==> config.mk <==
export PLATFORM = sky130hd
export DESIGN_NAME = fir_mac_engine
export DESIGN_NICKNAME = d
export VERILOG_FILES = /design/src/rtl/fir_mac_engine.sv
export SDC_FILE = /design/constraint.sdc
export NUM_CORES = 2
export LEC_CHECK = 0
export ABC_AREA = 1
export CORE_MARGIN = 1
export CORE_UTILIZATION = 30
export CTS_CLUSTER_DIAMETER = 120
export CTS_CLUSTER_SIZE = 24
export DETAILED_ROUTE_END_ITERATION = 6
export GPL_TIMING_DRIVEN = 0
export SLEW_MARGIN = 20
export SYNTH_ARGS = -nofsm -noshare
export SYNTH_HDL_FRONTEND = slang
export SYNTH_SLANG_ARGS = --single-unit
export TNS_END_PERCENT = 100
==> constraint.sdc <==
create_clock -name clk -period 21.4 [get_ports clk]
set_input_delay 4.28 -clock clk [delete_from_list [all_inputs] [get_ports clk]]
set_output_delay 4.28 -clock clk [all_outputs]
set_load 0.02 [all_outputs]
==> src/rtl/fir_mac_engine.sv <==
// rtl/fir_mac_engine.sv - sequential single-MAC FIR engine over a circular delay line
// Reads one ROM coefficient per clock and accumulates TAPS products per output sample.
module fir_mac_engine #(
  parameter int TAPS        = 64,
  parameter int ADDR_WIDTH  = $clog2(TAPS),
  parameter int DATA_WIDTH  = 16,
  parameter int COEFF_WIDTH = 16,
  parameter int ACC_WIDTH   = DATA_WIDTH + COEFF_WIDTH + ADDR_WIDTH
) (
  input  logic                          clk,
  input  logic                          rst_n,
  input  logic                          in_valid,
  output logic                          in_ready,
  input  logic signed [DATA_WIDTH-1:0]  in_data,
  output logic        [ADDR_WIDTH-1:0]  coeff_address,
  input  logic signed [COEFF_WIDTH-1:0] coeff_data,
  output logic                          out_valid,
  input  logic                          out_ready,
  output logic signed [ACC_WIDTH-1:0]   out_data
);

  localparam int PROD_WIDTH = DATA_WIDTH + COEFF_WIDTH;
  localparam logic [ADDR_WIDTH-1:0] LAST_TAP  = ADDR_WIDTH'(TAPS - 1);
  localparam logic [ADDR_WIDTH-1:0] TAPS_ADDR = ADDR_WIDTH'(TAPS);
  localparam logic [ADDR_WIDTH-1:0] ONE       = ADDR_WIDTH'(1);

  typedef enum logic [1:0] {IDLE, MAC, DONE} state_t;

  state_t                        state, state_next;
  logic signed [DATA_WIDTH-1:0]  delay_line [TAPS];
  logic        [ADDR_WIDTH-1:0]  wr_ptr, newest, tap, rd_idx;
  logic signed [ACC_WIDTH-1:0]   acc, product_ext;
  logic signed [PROD_WIDTH-1:0]  product;
  logic signed [DATA_WIDTH-1:0]  sample;

  // Index wraps at TAPS, which need not be a power of two.
  always_comb begin
    rd_idx = (newest >= tap) ? (newest - tap) : (TAPS_ADDR + newest - tap);
    sample = delay_line[rd_idx];
    product = sample * coeff_data;
    product_ext = {{(ACC_WIDTH - PROD_WIDTH){product[PROD_WIDTH-1]}}, product};
  end

  always_comb begin
    state_next = state;
    case (state)
      IDLE:    if (in_valid) state_next = MAC;
      MAC:     if (tap == LAST_TAP) state_next = DONE;
      DONE:    if (out_ready) state_next = IDLE;
      default: state_next = IDLE;
    endcase
  end

  assign in_ready      = (state == IDLE);
  assign out_valid     = (state == DONE);
  assign out_data      = (state == DONE) ? acc : '0;
  assign coeff_address = (state == MAC) ? tap : '0;

  always_ff @(posedge clk or negedge rst_n) begin
    if (!rst_n) begin
      state  <= IDLE;
      acc    <= '0;
      tap    <= '0;
      wr_ptr <= '0;
      newest <= '0;
      for (int i = 0; i < TAPS; i++) delay_line[i] <= '0;
    end else begin
      state <= state_next;
      case (state)
        IDLE: begin
          if (in_valid) begin
            delay_line[wr_ptr] <= in_data;
            newest             <= wr_ptr;
            acc                <= '0;
            tap                <= '0;
          end
        end
        MAC: begin
          acc <= acc + product_ext;
          tap <= tap + ONE;
          if (tap == LAST_TAP) wr_ptr <= (newest == LAST_TAP) ? '0 : newest + ONE;
        end
        default: ;
      endcase
    end
  end

endmodule
==> out/results.txt <==
Site row count = 165
WP data required = 22020 ps
Nets = 8112
Die height = 453 um
Top FF cell, synth = dfrtp_1
CP startpoint = coeff_data[1]
CP peak stage delay = 600 ps
Reg2reg end = acc[34]
All-Layer GR Usage = 27.6%
WP data arrival = 11170 ps
Initial antenna violation count = 15
Dpl cells = 10300
Unrepaired setup endpoints after global routing = false
Clock skew = 72.2 ps
Via/cell ratio = 5.53
Reg2reg path depth = 36
Clk pin slew, worst setup/hold paths = 100 ps
Clock sink total = 1082
Wire length of the first global-routing pass = 407000 um
Post-placement cell area = 65700 um^2
WP depth = 26
Worst Setup EP = acc[34]
DR vias = 57100
R2R Setup Slk = 10960 ps
Clock latency on the worst-skew pair = 740 ps
DP HPWL = 215000 um
Post-CTS Setup Inserts = 0
Post-Synthesis Cells = 7492
Critical R2R Launch = newest[0]
Yosys warns = 0
Chip width = 453 um
Drt first pass iters = 7
Final hold vios = 0
Outcome = finished with violations
Min cycle time layout = 10550 ps
Routed Antenna Nets = 0
Clock Path Buffers = 3
Count of final max-slew check failures = 0
Vias in the first global route = 55000
Period utilization = 49.3%
FFs w/ async S/R, synth = 100%
Final setup viols = 0
Number of I/O port buffers = 73
Post-cts resize count = 0
Die Area = 206000 um^2
Final instance area = 67200 um^2
Critical Path End Type = flop
CTS Root Cell = clkbuf_16
IO Count = 82
Failing checks = DRC
WL per Instance = 27.9 um
Iter 0 DRT Violations = 7690
Finished Layout Cells = 10300
Core ar. = 202000 um^2
Top delay family on crit path = adder cells
Worst path slowest cell = clkdlybuf4s50_1
Crit-path max FO = 10
Sum Neg Setup Slack = 0 ps
Post-Syn Nets = 7969
Slew @ Worst Pin = 1310 ps
Mapped Area = 61200 um^2
Critical path class = primary input to flop
Remaining DRCs = 2
Type of element launching the critical path = primary input
Area growth, synth to finish = 9.86%
Max-Cap Viols = 0
Post-CTS Hold Buffers = 0
Gpl congestion = 1.06
Sequential fraction of the synthesis area = 44.3%
EDFF count, synth = 0
H-tree Lvls = 2
TritonCTS buffer count = 53
Yosys reg bits = 1082
Relative slew slack = 12.1%
Avg Cell Area, Syn = 8.16 um^2
Class of the worst hold path = flop to flop
Drt total wl = 288000 um
Netlist cell types = 47
Initial core utilization = 30.2%
Fmax = 94.8 MHz
Grt ovf = 0
Largest net degree at the start of global routing = 142
Share of cells above drive strength 1 = 4.93%
CTS tree = done
Buf/Inv on CP = 8
stage by stage:
stage	util (%)	setup WS, ps	hold slack [ps]
floorplan	-	11420	453
global placement	32.2	-33950	465
detailed placement	32.5	10250	473
CTS	33.2	10980	495
global route	33.2	10570	505
finish	33.2	10850	491
synth_stat cells (all sizes together) (30+ instances only):
cell | count | area [um^2]
a32oi | 30 | 263
nor2 | 262 | 1020
ha | 118 | 1480
a21oi | 57 | 289
clkbuf | 323 | 1210
nand2 | 2440 | 9240
buf | 222 | 1240
a31oi | 36 | 225
fa | 323 | 6470
dfrtp | 1082 | 27100
nand3 | 905 | 4530
o21ai | 1089 | 5450
inv | 487 | 1830
routing by layer:
layer | global-route usage [%] | vias to the layer above | routed length, um
met5 | 0.956 | - | 406
met4 | 18.1 | 24 | 22400
met3 | 7.88 | 849 | 32800
met2 | 40.9 | 3374 | 122000
met1 | 35.1 | 28500 | 111000
li1 | - | 24400 | -
worst min path at each step:
stage | startpoint | end | slack, ps | cells past startpoint
2_1_floorplan | delay_line[827] | delay_line[827] | 450 | 2
3_3_place_gp | delay_line[586] | delay_line[586] | 470 | 2
3_5_place_dp | delay_line[574] | delay_line[574] | 470 | 2
4_1_cts | delay_line[97] | delay_line[97] | 500 | 2
5_1_grt | delay_line[574] | delay_line[574] | 500 | 2
6_report | delay_line[125] | delay_line[125] | 490 | 2
cell usage in the layout, fill, tap and decap left out, types with 13 or more instances in the layout:
cell / count
clkinv_1: 19
clkdlybuf4s50_1: 72
nand2_1: 2423
buf_2: 171
ha_1: 118
clkbuf_1: 317
nand3_1: 904
nor2_1: 243
inv_1: 466
a21oi_1: 56
o21ai_0: 995
o22ai_1: 21
clkbuf_16: 55
dfrtp_1: 1082
nor2_2: 13
a32oi_1: 30
a31oi_1: 36
fa_1: 323
buf_4: 34
inv_2: 19
o21ai_1: 94
kinds of logic after synthesis:
family / Yosys count / share of synthesized area, %
DFF: 1082 / 44.3
adders and majority gates: 441 / 13.0
and+or+nand+nor: 3641 / 24.6
AOI/OAI and AO/OA: 1254 / 10.7
buffers and inverters: 1051 / 7.13
xor gates and xnor gates: 23 / 0.342
worst min-delay path, cell delays in order (launching register included):
cell,delay [ps]
dfrtp_1,350
nand2_1,50
o21ai_0,60
cell type report:
class	count	area, um^2
fill	21500	135000
multi-input combinational	5359	29800
sequential	1082	27100
tap	2672	3340
buffer	545	2460
inverter	506	1900
clock buffer	56	1380
timing repair buffer	88	1090
clock inverter	9	118
antenna	7	17.5
sequential cells by signal, indices dropped and copies added (netlist names):
signal	count
delay_line	1024
state	2
acc	38
newest	6
tap	6
wr_ptr	6
Power is not shown: default switching activity piles up to over one toggle a cycle in this logic, so the estimate is an artifact.
